### src/rtl/adc_bcd_pkg.sv
// Shared types and constants for the ADC-to-BCD display path.
package adc_bcd_pkg;
  localparam int ADC_W      = 12;
  localparam int BCD_DIGITS = 4;
  localparam int BCD_W      = 4;
  localparam int DD_ITER    = 12;

  typedef enum logic [1:0] {
    IDLE  = 2'd0,
    SHIFT = 2'd1,
    DONE  = 2'd2
  } state_t;

  typedef logic [BCD_W-1:0] bcd_digit_t;

  // Double-dabble correction: a nibble of 5..9 gets +3 so the next shift carries into the next decade.
  function automatic bcd_digit_t dabble(input bcd_digit_t d);
    return (d >= 4'd5) ? bcd_digit_t'(d + 4'd3) : d;
  endfunction
endpackage

### src/rtl/bin2bcd_seq.sv
// Sequential double-dabble: start loads a 12-bit value, 12 SHIFT cycles, then one DONE cycle
// with fresh digits. A start seen while shifting is ignored; the caller decides what that means.
module bin2bcd_seq
  import adc_bcd_pkg::*;
(
  input  logic                          clk,
  input  logic                          reset,
  input  logic                          start,
  input  logic [ADC_W-1:0]              value,
  output logic                          busy,
  output logic                          done,
  output logic [BCD_DIGITS*BCD_W-1:0]   digits
);
  localparam int BCD_F_W = BCD_DIGITS * BCD_W;
  localparam int SR_W    = BCD_F_W + ADC_W;
  localparam logic [3:0] ITER_LAST = 4'(DD_ITER - 1);

  state_t             state_q, state_d;
  logic [SR_W-1:0]    sr_q, sr_adj, sr_shift;
  logic [3:0]         iter_q;
  logic [BCD_F_W-1:0] digits_q;
  logic               last_iter;

  assign last_iter = (iter_q == ITER_LAST);

  always_comb begin
    sr_adj = sr_q;
    for (int i = 0; i < BCD_DIGITS; i++) begin
      sr_adj[ADC_W + i*BCD_W +: BCD_W] = dabble(sr_q[ADC_W + i*BCD_W +: BCD_W]);
    end
    sr_shift = {sr_adj[SR_W-2:0], 1'b0};
  end

  always_comb begin
    state_d = state_q;
    case (state_q)
      IDLE:    if (start) state_d = SHIFT;
      SHIFT:   if (last_iter) state_d = DONE;
      DONE:    state_d = start ? SHIFT : IDLE;
      default: state_d = IDLE;
    endcase
  end

  always_ff @(posedge clk or negedge reset) begin
    if (!reset) begin
      state_q  <= IDLE;
      sr_q     <= '0;
      iter_q   <= '0;
      digits_q <= '0;
    end else begin
      state_q <= state_d;
      if (start && state_q != SHIFT) begin
        sr_q   <= {{BCD_F_W{1'b0}}, value};
        iter_q <= '0;
      end else if (state_q == SHIFT) begin
        sr_q   <= sr_shift;
        iter_q <= iter_q + 4'd1;
        // Capture the final shift directly so the digits are already valid in the DONE cycle.
        if (last_iter) digits_q <= sr_shift[SR_W-1:ADC_W];
      end
    end
  end

  assign busy   = (state_q == SHIFT);
  assign done   = (state_q == DONE);
  assign digits = digits_q;
endmodule

### src/rtl/adc_bcd_converter.sv
// Averages blocks of 2^AVG_LOG2 ADC samples and converts each block average to four BCD digits.
// Latency 13 cycles from the block-completing sample; a block finishing mid-conversion is dropped and sets overrun.
module adc_bcd_converter
  import adc_bcd_pkg::*;
#(
  parameter int AVG_LOG2 = 2
) (
  input  logic             clk,
  input  logic             reset,
  input  logic [ADC_W-1:0] DATA,
  input  logic             DATA_VALID,
  output logic [3:0]       ones,
  output logic [3:0]       tens,
  output logic [3:0]       hundreds,
  output logic [3:0]       thousands,
  output logic             bcd_valid,
  output logic             busy,
  output logic             overrun
);
  localparam int ACC_W = ADC_W + AVG_LOG2;
  localparam int CNT_W = AVG_LOG2 + 1;
  localparam logic [CNT_W-1:0] CNT_LAST = CNT_W'((1 << AVG_LOG2) - 1);

  logic [ACC_W-1:0]            acc_q, acc_sum;
  logic [CNT_W-1:0]            cnt_q;
  logic [ADC_W-1:0]            avg;
  logic                        block_done;
  logic                        eng_busy, eng_done;
  logic [BCD_DIGITS*BCD_W-1:0] digits;
  logic                        overrun_q;

  assign acc_sum    = acc_q + ACC_W'(DATA);
  assign avg        = ADC_W'(acc_sum >> AVG_LOG2);
  assign block_done = DATA_VALID && (cnt_q == CNT_LAST);

  always_ff @(posedge clk or negedge reset) begin
    if (!reset) begin
      acc_q     <= '0;
      cnt_q     <= '0;
      overrun_q <= 1'b0;
    end else begin
      if (DATA_VALID) begin
        acc_q <= block_done ? '0 : acc_sum;
        cnt_q <= block_done ? '0 : cnt_q + 1'b1;
      end
      if (block_done && eng_busy) overrun_q <= 1'b1;
    end
  end

  bin2bcd_seq u_bin2bcd (
    .clk    (clk),
    .reset  (reset),
    .start  (block_done),
    .value  (avg),
    .busy   (eng_busy),
    .done   (eng_done),
    .digits (digits)
  );

  assign ones      = digits[3:0];
  assign tens      = digits[7:4];
  assign hundreds  = digits[11:8];
  assign thousands = digits[15:12];
  assign bcd_valid = eng_done;
  assign busy      = eng_busy;
  assign overrun   = overrun_q;
endmodule

### config.mk
export PLATFORM = sky130hd
export DESIGN_NAME = adc_bcd_converter
export DESIGN_NICKNAME = d
export VERILOG_FILES = /design/src/rtl/adc_bcd_pkg.sv /design/src/rtl/bin2bcd_seq.sv /design/src/rtl/adc_bcd_converter.sv
export SDC_FILE = /design/constraint.sdc
export NUM_CORES = 1
export LEC_CHECK = 0
export ABC_AREA = 1
export BUFFER_PORTS_ARGS = -buffer_cell sky130_fd_sc_hd__buf_2
export CORE_ASPECT_RATIO = 0.5
export CORE_MARGIN = 3
export CORE_UTILIZATION = 50
export DETAILED_ROUTE_END_ITERATION = 7
export PLACE_DENSITY = 0.83
export SLEW_MARGIN = 20
export SYNTH_ARGS = -nofsm -noshare
export SYNTH_HDL_FRONTEND = slang
export SYNTH_SLANG_ARGS = --single-unit
### constraint.sdc
create_clock -name clk -period 1.5 [get_ports clk]
set_input_delay 0.075 -clock clk [delete_from_list [all_inputs] [get_ports clk]]
set_output_delay 0.075 -clock clk [all_outputs]
set_load 0.02 [all_outputs]
**Yosys cells after proc, flatten, opt, wreduce, memory -nomap -nowiden**

Cells that the tools add are included.

- $add $sub $neg: 7
- Magnitude comparators: 4
- Eq/ne operators: 7
- Mux-type cells: 14
- Bitwise operators: 1
- Reductions and logical operators: 7

Operators by type and width:

| kind | count |
|---|---|
| 28-bit two-way mux | 2 |
| 4-bit two-way mux | 5 |
| 4-bit by 3-bit greater-or-equal comparator with 1-bit output, second input constant | 4 |
| 14-bit by 12-bit adder with 14-bit output | 1 |
| 14-bit two-way mux | 1 |
| 4-bit by 2-bit adder with 4-bit output, second input constant | 3 |
| 3-bit two-way mux | 2 |
| 2-bit one-hot mux with 3 select lines | 1 |
| 4-bit by 1-bit adder with 4-bit output, second input constant | 1 |
| 4-bit equality test, second input constant | 1 |
| 2-bit two-way mux | 2 |
| 2-bit by 1-bit != test with 1-bit output, second input constant | 2 |
| 3-bit by 1-bit adder with 3-bit output, second input constant | 1 |
| 3-bit by 2-bit adder with 3-bit output, second input constant | 1 |
| 3-bit by 2-bit equality test with 1-bit output, second input constant | 1 |
| 1-bit logical AND | 3 |
| 3-bit AND reduction | 1 |
| 2-bit by 1-bit equality test with 1-bit output, second input constant | 1 |
| 2-bit equality test, second input constant | 1 |
| 2-bit zero test | 1 |
| 2-bit != test, second input constant | 1 |
| 2-bit AND reduction | 1 |
| 2-bit nonzero test | 1 |
| 1-bit two-way mux | 1 |
| 1-bit inverter | 1 |

- Register bits after elaboration: 68
- Output and inout port bits: 19
- Word-level logic and storage cells: 47

**Logic depth before layout (Yosys ltp)**

Gate-level depths: netlist of the first run.

- Depth after elaboration: 5
- Depth in mapped cells: 11
- Mapped depth without buffers: 11

**Modules after synthesis**

A second synthesis of the first run with hierarchy kept.

- Cell total of the unflattened synthesis: 521
- Area, all modules: 3,967.6 µm²

Modules (own cells, without submodules):

| module | times used | cells an instance | area each (µm²) | sequential area each (µm²) |
|---|---|---|---|---|
| bin2bcd_seq | 1 | 293 | 2,431.1 | 1,251.2 |
| adc_bcd_converter | 1 | 228 | 1,536.5 | 450.4 |

**Worst setup path after synthesis of the first run**

OpenSTA, ideal clock, no wires.

- Kind: register -> register
- Start point: reg acc_q[0]
- End point: reg u_bin2bcd.sr_q[4]
- Setup time: 124 ps
- Arrival: 1,474 ps
- Data required time: 1,376 ps
- Slack: -98 ps
- Stages on the path, launching flop included: 12
- Buffers on the path: 0
- Clock period less this slack: 1,598 ps
- Cell sequence: dfrtp_1 ha_1 inv_1 fa_1 nor2_1 nor2_2 inv_2 nand2_1 nand2_1 nand2_1 nand3_1 nand3_1

- Word-level cells in the longest chain between the ends: 2

RTL lines:

| item | line | text |
|---|---|---|
| from (decl) | adc_bcd_converter.sv:24 | `logic [ACC_W-1:0] acc_q, acc_sum;` |
| from (signal assigned) | adc_bcd_converter.sv:43 | `acc_q <= block_done ? '0 : acc_sum;` |
| 14-bit by 12-bit adder with 14-bit output | adc_bcd_converter.sv:32 | `assign acc_sum = acc_q + ACC_W'(DATA);` |
| 28-bit two-way mux | bin2bcd_seq.sv:52 | `if (start && state_q != SHIFT) begin` |
| to (signal assigned) | bin2bcd_seq.sv:53 | `sr_q <= {{BCD_F_W{1'b0}}, value};` |
| to (signal assigned) | bin2bcd_seq.sv:56 | `sr_q <= sr_shift;` |
| to (decl) | bin2bcd_seq.sv:19 | `logic [SR_W-1:0] sr_q, sr_adj, sr_shift;` |

No other way between the ends.
A chain may end at the register's enable or synchronous reset.

**Final worst setup path of the first run**

- Start point: reg acc_q[7]
- End point: reg u_bin2bcd.sr_q[8]

Same word-level chain as after synthesis.

==> flow_summary.json, run 1 <==
{
  "fin_skew_ns": 0.007631,
  "cpPeakStageDelay_ns": 0.42,
  "yosysMostFrequentCell": "nand2_1",
  "clock_latency_ns": 0.34,
  "fin_area_um2": 5197,
  "dp_slack_ns": -0.2012,
  "crit_buf_inv": 0,
  "firstDrtPassIters": 6,
  "grt_start_max_net_pins": 69,
  "max_clock_freq_mhz": 572.1,
  "synth_top_cell_by_area": "dfrtp_1",
  "ios": 34,
  "grt_pass1_wl_um": 15690,
  "synth.avg_cell_area_um2": 8.106,
  "rows": 21,
  "dp_cells": 611,
  "die_y_um": 67.60,
  "area.growth.synth_to_final_pct": 37.01,
  "place_hpwl_um": 6237,
  "drc": 0,
  "syn_inst": 468,
  "coreArea_um2": 7015,
  "viasPerCell": 5.797,
  "hold_viol_final": 0,
  "synthTopCellsByCount": "nand2_1, dfrtp_1, inv_1, nand3_1, ha_1",
  "setup_viol": 24,
  "p_per_area_nw_per_um2": 2396,
  "pwr-share-clk_pct": 17.0,
  "max-cap-violations": 0,
  "cp.required_ns": 1.73,
  "cp_slowest_cell": "dfrtp_1",
  "violations": "setup timing",
  "pwr-share-seq_pct": 26.1,
  "grt_pass1_vias": 3395,
  "gp_congestion": 0.9335,
  "final_nets": 581,
  "cp_max_fo": 4,
  "clk_path_buf_depth": 2,
  "sw_frac_of_total_pct": 45.43,
  "synth_cell_types": 35,
  "critPathLaunchType": "flip-flop",
  "worst_pin_slew_ns": 0.3828,
  "grt_usage_pct": 23.35,
  "num_vias": 3704,
  "placed_area_um2": 4239,
  "antenna_left": 0,
  "clockRootBuffer": "clkbuf_16",
  "post-route-period-util_pct": 116.5,
  "cts_tree": "done",
  "wire_per_inst_um": 17.84,
  "cts.sinks": 68,
  "p_leak_nw": 2.609,
  "antenna_found_initial": 0,
  "die_area_um2": 8732,
  "start_util_pct": 54.08,
  "p_sw_mw": 5.658,
  "fin_setup_tns_ns": -3.067,
  "gr-total-overflow": 0,
  "worstSetupEndpointType": "flip-flop",
  "h-tree-depth": 3,
  "fin_hold_ws_ns": 0.01329,
  "period_needed_ns": 1.748,
  "relSlewSlack_pct": 74.48,
  "path_delay_family": "simple AND/OR/NAND/NOR gates",
  "cts.clk_slew.worst_paths_ns": 0.06,
  "ir_drop_uv": 1073,
  "drt_iter0_markers": 446,
  "critPathMostFrequentCell": "nand2_1",
  "syn-num-nets": 506,
  "ys_ff_latch": 68,
  "rsz0062_at_grt": "yes",
  "ys_warn_count": 0,
  "combPwrFrac_pct": 56.9,
  "status": "complete, but fails checks",
  "p_int_mw": 6.796,
  "critPathKind": "reg -> reg",
  "die_w_um": 129.2,
  "drv_slew": 0,
  "synth.top_cell.area_share_pct": 44.85,
  "cp.arrival_ns": 1.98,
  "synthFlopType": "dfrtp_1",
  "port_buffers": 33,
  "wirelength_um": 11400,
  "drive_gt1_share_pct": 38.39,
  "synth_edf_count": 0,
  "hold_class": "in -> reg",
  "async_reset_ff_share_pct": 100.0,
  "synth_area_leaders": "dfrtp_1, nand2_1, ha_1",
  "n_antenna_cell": 0,
  "crit_path_cell_trace": "ha_4 > nand2_1 > nor2_1 > nand2_1 > nand3_2 > nand2_1 > nand2_2 > o21bai_2",
  "synth_area_um2": 3794,
  "layout_setup_ws_ns": -0.2481,
  "yosysSeqAreaShare_pct": 44.85,
  "numCtsBuffers": 9,
  "instances_no_fill": 639
}
power by group through the flow:
stage / logic, mW / registers [mW] / clock network, mW
after floorplan: 3.37 / 3.27 / 0
after global placement: 4.91 / 3.08 / 0
after detailed placement: 5.09 / 3.12 / 0
after CTS: 5.61 / 3.17 / 2.13
after global routing: 7.62 / 3.32 / 2.21
final: 7.08 / 3.25 / 2.12
cell families (layout without fill, tap and decap cells):
kind of cell	after synthesis	in the layout	share of synthesized area (%)
xor gates and xnor gates	9	9	2.078
and+or+nand+nor	199	199	23.05
buffers and inverters	87	166	9.564
adders and majority gates	23	23	7.784
AOI/OAI and AO/OA	82	82	12.66
DFF	68	68	44.85
per-stage QoR:
step | utilization, % | power [mW]
2_1_floorplan | - | 6.638
3_3_place_gp | 60.42 | 7.991
3_5_place_dp | 60.42 | 8.209
4_1_cts | 68.18 | 10.91
5_1_grt | 74.09 | 13.15
6_report | 74.09 | 12.45
worst paths after layout:
path	from	end	slack, ns	depth (start not counted)
max reg2reg	acc_q[7]	u_bin2bcd.sr_q[8]	-0.25	8
min in group asynchronous	reset	u_bin2bcd.digits[11]	0.30	3
min reg2reg	u_bin2bcd.digits[2]	u_bin2bcd.digits[2]	0.48	2
min	DATA_VALID	cnt_q[2]	0.01	2
max in group asynchronous	reset	u_bin2bcd.sr_q[16]	0.89	3
max	acc_q[7]	u_bin2bcd.sr_q[8]	-0.25	8
flip-flops by register name (all words and copies together), names as in the netlist:
signal / cells
u_bin2bcd.iter_q: 4
acc_q: 14
u_bin2bcd.digits: 16
u_bin2bcd.state_q: 2
cnt_q: 3
overrun: 1
u_bin2bcd.sr_q: 28
routing by layer:
metal	global-route usage, %	part of all wire [%]
met3	8.768	8.5
met4	12.30	5.0
met2	39.24	46
met5	0	0
met1	26.44	41
cell type report:
class | count | area [um^2]
sequential | 68 | 1702
tap | 92 | 115.1
multi-input combinational | 313 | 2282
fill | 432 | 1818
timing repair buffer | 73 | 508.0
clock buffer | 11 | 242.7
inverter | 78 | 297.8
clock inverter | 4 | 50.05
placed cells by master (no fill, tap or decap), drive strengths merged:
cell type,count
a21oi,13
a22o,2
a22oi,1
a31oi,1
buf,72
bufinv,1
clkbuf,11
clkinv,1
clkinvlp,2
dfrtp,68
dlygate4sd3,1
fa,1
ha,22
inv,78
nand2,142
nand3,29
nand3b,3
nand4,4
nor2,18
nor3,2
o211ai,2
o21ai,41
o21bai,3
o22ai,19
or2,1
xnor2,2
xor2,7
what timing repair did:
| item | CTS | global route |
|---|---|---|
| endpoints found under the hold margin | 68 | 0 |
| endpoints found under the setup margin | 25 | 35 |
| hold buffers | 1 | 0 |
| pin swaps | 7 | 53 |
| setup buffers | 3 | 9 |
| resized for setup | 39 | 88 |
(Power assumes the default switching activity.)
==> run 2: changes to the inputs <==
--- a/config.mk
+++ b/config.mk
@@ -11,7 +11,7 @@
 export CORE_MARGIN = 3
 export CORE_UTILIZATION = 50
 export DETAILED_ROUTE_END_ITERATION = 7
-export PLACE_DENSITY = 0.83
+export PLACE_DENSITY_LB_ADDON = 0.2
 export SLEW_MARGIN = 20
 export SYNTH_ARGS = -nofsm -noshare
 export SYNTH_HDL_FRONTEND = slang
==> flow_summary.json, run 2 (same netlist as run 1, synthesis figures left out) <==
{
  "critPathKind": "reg -> reg",
  "fin_skew_ns": 0.004174,
  "cp_slowest_cell": "dfrtp_1",
  "antenna_left": 0,
  "wirelength_um": 9572,
  "h-tree-depth": 3,
  "die_area_um2": 8732,
  "wire_per_inst_um": 15.03,
  "hold_viol_final": 0,
  "rows": 21,
  "drt_iter0_markers": 290,
  "p_leak_nw": 2.551,
  "gr-total-overflow": 0,
  "final_cell_mix": "nand2_1, dfrtp_1, inv_1, buf_2, buf_4",
  "post-route-period-util_pct": 110.9,
  "cp_max_fo": 3,
  "drc": 0,
  "drv_slew": 0,
  "port_buffers": 33,
  "grt_pass1_vias": 3054,
  "p_per_area_nw_per_um2": 2364,
  "worst_pin_slew_ns": 0.3779,
  "grt_pass1_wl_um": 14430,
  "cpPeakStageDelay_ns": 0.39,
  "period_needed_ns": 1.663,
  "die_y_um": 67.60,
  "n_antenna_cell": 0,
  "cts.sinks": 68,
  "numCtsBuffers": 9,
  "clock_latency_ns": 0.34,
  "grt_start_max_net_pins": 69,
  "coreArea_um2": 7015,
  "clockRootBuffer": "clkbuf_16",
  "critPathMostFrequentCell": "nor2_4",
  "die_w_um": 129.2,
  "drive_gt1_share_pct": 36.51,
  "firstDrtPassIters": 7,
  "cts_tree": "done",
  "relSlewSlack_pct": 74.81,
  "worstSetupEndpointType": "flip-flop",
  "max-cap-violations": 0,
  "cts.clk_slew.worst_paths_ns": 0.06,
  "status": "complete, but fails checks",
  "antenna_found_initial": 0,
  "critPathLaunchType": "flip-flop",
  "hold_class": "in -> reg",
  "place_hpwl_um": 5875,
  "ios": 34,
  "clk_path_buf_depth": 2,
  "final_common_cell": "nand2_1",
  "area.growth.synth_to_final_pct": 36.28,
  "crit_path_cell_trace": "ha_4 > inv_2 > fa_2 > nor2_4 > nor2_4 > xor2_1 > o21ai_1",
  "cp.required_ns": 1.71,
  "fin_hold_ws_ns": 0.03987,
  "layout_setup_ws_ns": -0.1628,
  "total_power_mw": 12.22,
  "num_vias": 3380,
  "violations": "setup timing",
  "cp.arrival_ns": 1.87,
  "viasPerCell": 5.306,
  "grt_usage_pct": 21.49,
  "final_nets": 578,
  "max_clock_freq_mhz": 601.4,
  "top_register": "u_bin2bcd.sr_q",
  "largest_register_ffs": 28,
  "rsz0062_at_grt": "yes",
  "gp_congestion": 0.8821,
  "setup_viol": 21,
  "ir_drop_uv": 1209,
  "start_util_pct": 54.08
}
run 2: changes by cell type in the layout (fill, tap and decap cells not counted), moves of 4 or more:
cell     delta
nand2_4     -4
nand3_1     +6
nand3_2     -7
nand2_1     +5
run 2: through the flow:
| stage | std cells | setup TNS [ns] | setup WS [ns] | utilization [%] | cell area [um^2] |
|---|---|---|---|---|---|
| after CTS | 630 | -1.196 | -0.1117 | 67.22 | 4716 |
| after global routing | 637 | -3.151 | -0.2048 | 73.69 | 5170 |
| after detailed placement | 613 | -1.701 | -0.1363 | 60.82 | 4267 |
| final | 637 | -1.585 | -0.1628 | 73.69 | 5170 |
| after global placement | 613 | -1.335 | -0.1300 | 60.82 | 4267 |
| after floorplan | 468 | -0.004912 | -0.004912 | - | 3799 |
run 2: critical path: cells and delay by family (launching register included):
family                     cells  cell delay (ns)
AOI/OAI and AO/OA              1             0.11
DFF                            1             0.39
xor gates and xnor gates       1             0.30
buffers and inverters          1             0.04
adders and majority gates      2             0.52
and+or+nand+nor                2             0.18
run 2: path summary, 6_finish.rpt:
path / slack (ns) / endpoint / start / depth (start not counted)
min in group asynchronous: 0.27 / acc_q[2] / reset / 3
hold reg to reg: 0.47 / overrun / overrun / 1
max in group asynchronous: 0.91 / u_bin2bcd.state_q[1] / reset / 3
hold / removal: 0.04 / cnt_q[2] / DATA_VALID / 2
setup / recovery: -0.16 / acc_q[4] / acc_q[0] / 7
setup reg to reg: -0.16 / acc_q[4] / acc_q[0] / 7
run 2: per-layer routing:
metal,GRT usage [%],part of all wire [%],vias to the layer above
met3,5.055,5.7,23
met5,0,0,-
met4,6.806,2.0,0
met1,29.89,48,1600
met2,33.51,45,97
li1,-,-,1660
run 2: what timing repair did:
action | CTS | global route
pin swaps | 3 | 48
setup endpoints to repair | 28 | 41
hold buffers | 1 | 0
resized for setup | 21 | 94
setup buffers | 0 | 9
hold endpoints to repair | 68 | 0
run 2: report_power, final:
part,internal [mW],switching [mW],leakage (nW),total (mW)
clock network,1.38,0.825,0.148,2.20
registers,2.63,0.592,0.849,3.22
logic,2.86,3.94,1.55,6.80
run 2: final cells by class:
type,count,area (um^2)
fill,494,1846
timing repair buffer,70,493.0
clock inverter,5,58.81
multi-input combinational,313,2248
sequential,68,1702
inverter,78,300.3
clock buffer,11,252.7
tap,92,115.1
==> run 3: changes to the inputs <==
==> constraint.sdc (replaced) <==
create_clock -name clk -period 1.5 [get_ports clk]
set_input_delay 0.075 -clock clk [delete_from_list [all_inputs] [get_ports clk]]
set_output_delay 0.075 -clock clk [all_outputs]
set_load 0.01 [all_outputs]
==> flow_summary.json, run 3 (same netlist as run 1, synthesis figures left out) <==
{
  "gr-total-overflow": 0,
  "critPathMostFrequentCell": "nor2_4",
  "crit_buf_inv": 1,
  "multi_input_area_um2": 2248,
  "worst-r2r-setup-slack_ns": -0.16,
  "n_antenna_cell": 0,
  "final_core_util_pct": 73.66,
  "layout_setup_ws_ns": -0.1646,
  "num_vias": 3394,
  "fin_hold_ws_ns": 0.03509,
  "cts.clk_slew.worst_paths_ns": 0.06,
  "max-cap-violations": 0,
  "drt_iter0_markers": 290,
  "coreArea_um2": 7015,
  "worstSetupEndpointType": "flip-flop",
  "wirelength_um": 9588,
  "die_y_um": 67.60,
  "clk_path_buf_depth": 2,
  "path_delay_family": "adder cells",
  "min_delay_path_depth": 2,
  "whs_endpoint": "cnt_q[2]",
  "post-route-period-util_pct": 111.0,
  "cp_slowest_cell": "dfrtp_1",
  "wire_per_inst_um": 15.05,
  "hp-start": "DATA_VALID",
  "cp_max_fo": 3,
  "area.growth.synth_to_final_pct": 36.21,
  "final_common_cell": "nand2_1",
  "worst_pin_slew_ns": 0.3777,
  "clock_latency_ns": 0.34,
  "antenna_left": 0,
  "cp.required_ns": 1.72,
  "rr_worst_depth": 7,
  "fillCellCount": 494,
  "p_leak_nw": 2.551,
  "setup_viol": 21,
  "max_clock_freq_mhz": 600.7,
  "regArea_um2": 1702,
  "grt_pass1_vias": 3054,
  "rows": 21,
  "drive_gt1_share_pct": 36.51,
  "rsz0062_at_grt": "yes",
  "top_register": "u_bin2bcd.sr_q",
  "cp.arrival_ns": 1.88,
  "hold_class": "in -> reg",
  "clockRootBuffer": "clkbuf_16",
  "final_nets": 578,
  "numCtsBuffers": 9,
  "r2r_start": "acc_q[0]",
  "viasPerCell": 5.328,
  "crit_path_cell_trace": "ha_4 > inv_2 > fa_2 > nor2_4 > nor2_4 > xor2_1 > o21ai_1",
  "status": "complete, but fails checks",
  "violations": "setup timing",
  "hold_viol_final": 0,
  "cts_tree": "done",
  "drv_slew": 0,
  "gp_congestion": 0.8821,
  "drc": 0,
  "start_util_pct": 54.08,
  "crit_cells": 7,
  "cpPeakStageDelay_ns": 0.39,
  "grt_start_max_net_pins": 69,
  "period_needed_ns": 1.665,
  "p_per_area_nw_per_um2": 2333,
  "grt_pass1_wl_um": 14430,
  "ios": 34,
  "critPathKind": "reg -> reg",
  "antenna_found_initial": 0,
  "fin_skew_ns": 0.002365,
  "die_area_um2": 8732,
  "largest_register_ffs": 28,
  "firstDrtPassIters": 5,
  "place_hpwl_um": 5875,
  "critPathLaunchType": "flip-flop",
  "dp_slack_ns": -0.1363,
  "h-tree-depth": 3,
  "port_buffers": 33,
  "die_w_um": 129.2,
  "final_cell_mix": "nand2_1, dfrtp_1, inv_1, buf_2, buf_4",
  "relSlewSlack_pct": 74.82,
  "cts.sinks": 68,
  "grt_usage_pct": 21.49,
  "ir_drop_uv": 1207,
  "r2r-end": "acc_q[4]"
}
## run 3: worst max-delay path by stage
stage | end | startpoint | slack (ns)
2_1_floorplan | u_bin2bcd.sr_q[4] | acc_q[0] | -0.005
3_3_place_gp | u_bin2bcd.sr_q[10] | acc_q[3] | -0.13
3_5_place_dp | u_bin2bcd.sr_q[10] | acc_q[3] | -0.14
4_1_cts | u_bin2bcd.sr_q[2] | acc_q[0] | -0.11
5_1_grt | acc_q[12] | acc_q[0] | -0.20
6_report | acc_q[4] | acc_q[0] | -0.16
## run 3: layout make-up
type / count / area share [%]
clock buffer: 11 / 4.891
clock inverter: 5 / 1.138
inverter: 78 / 5.811
multi-input combinational: 313 / 43.51
sequential: 68 / 32.93
tap: 92 / 2.228
timing repair buffer: 70 / 9.492
## run 3: power by group
group	switching, mW	internal [mW]
logic	3.78	2.85
clock network	0.831	1.38
registers	0.591	2.63
total	5.20	6.86
## run 3: routing by layer
metal  routed length, um  global-route usage, %
met1                4483                  29.89
met2                4270                  33.51
met3                 617                  5.055
met4                 216                  6.806
met5                   0                      0
## run 3: timing repair
action | 4_1_cts | 5_1_grt
pin swaps | 3 | 48
endpoints found under the hold margin | 68 | 0
endpoints found under the setup margin | 28 | 41
setup buffers | 0 | 9
hold buffers | 1 | 0
resized for setup | 21 | 93
## run 3: stage by stage
stage | std cells | instance area, um^2 | power (mW) | setup TNS, ns
4_1_cts | 630 | 4716 | 10.71 | -1.196
3_5_place_dp | 613 | 4267 | 8.136 | -1.701
3_3_place_gp | 613 | 4267 | 8.022 | -1.335
6_report | 637 | 5167 | 12.06 | -1.595
5_1_grt | 637 | 5167 | 12.97 | -3.151
2_1_floorplan | 468 | 3799 | 6.480 | -0.004912
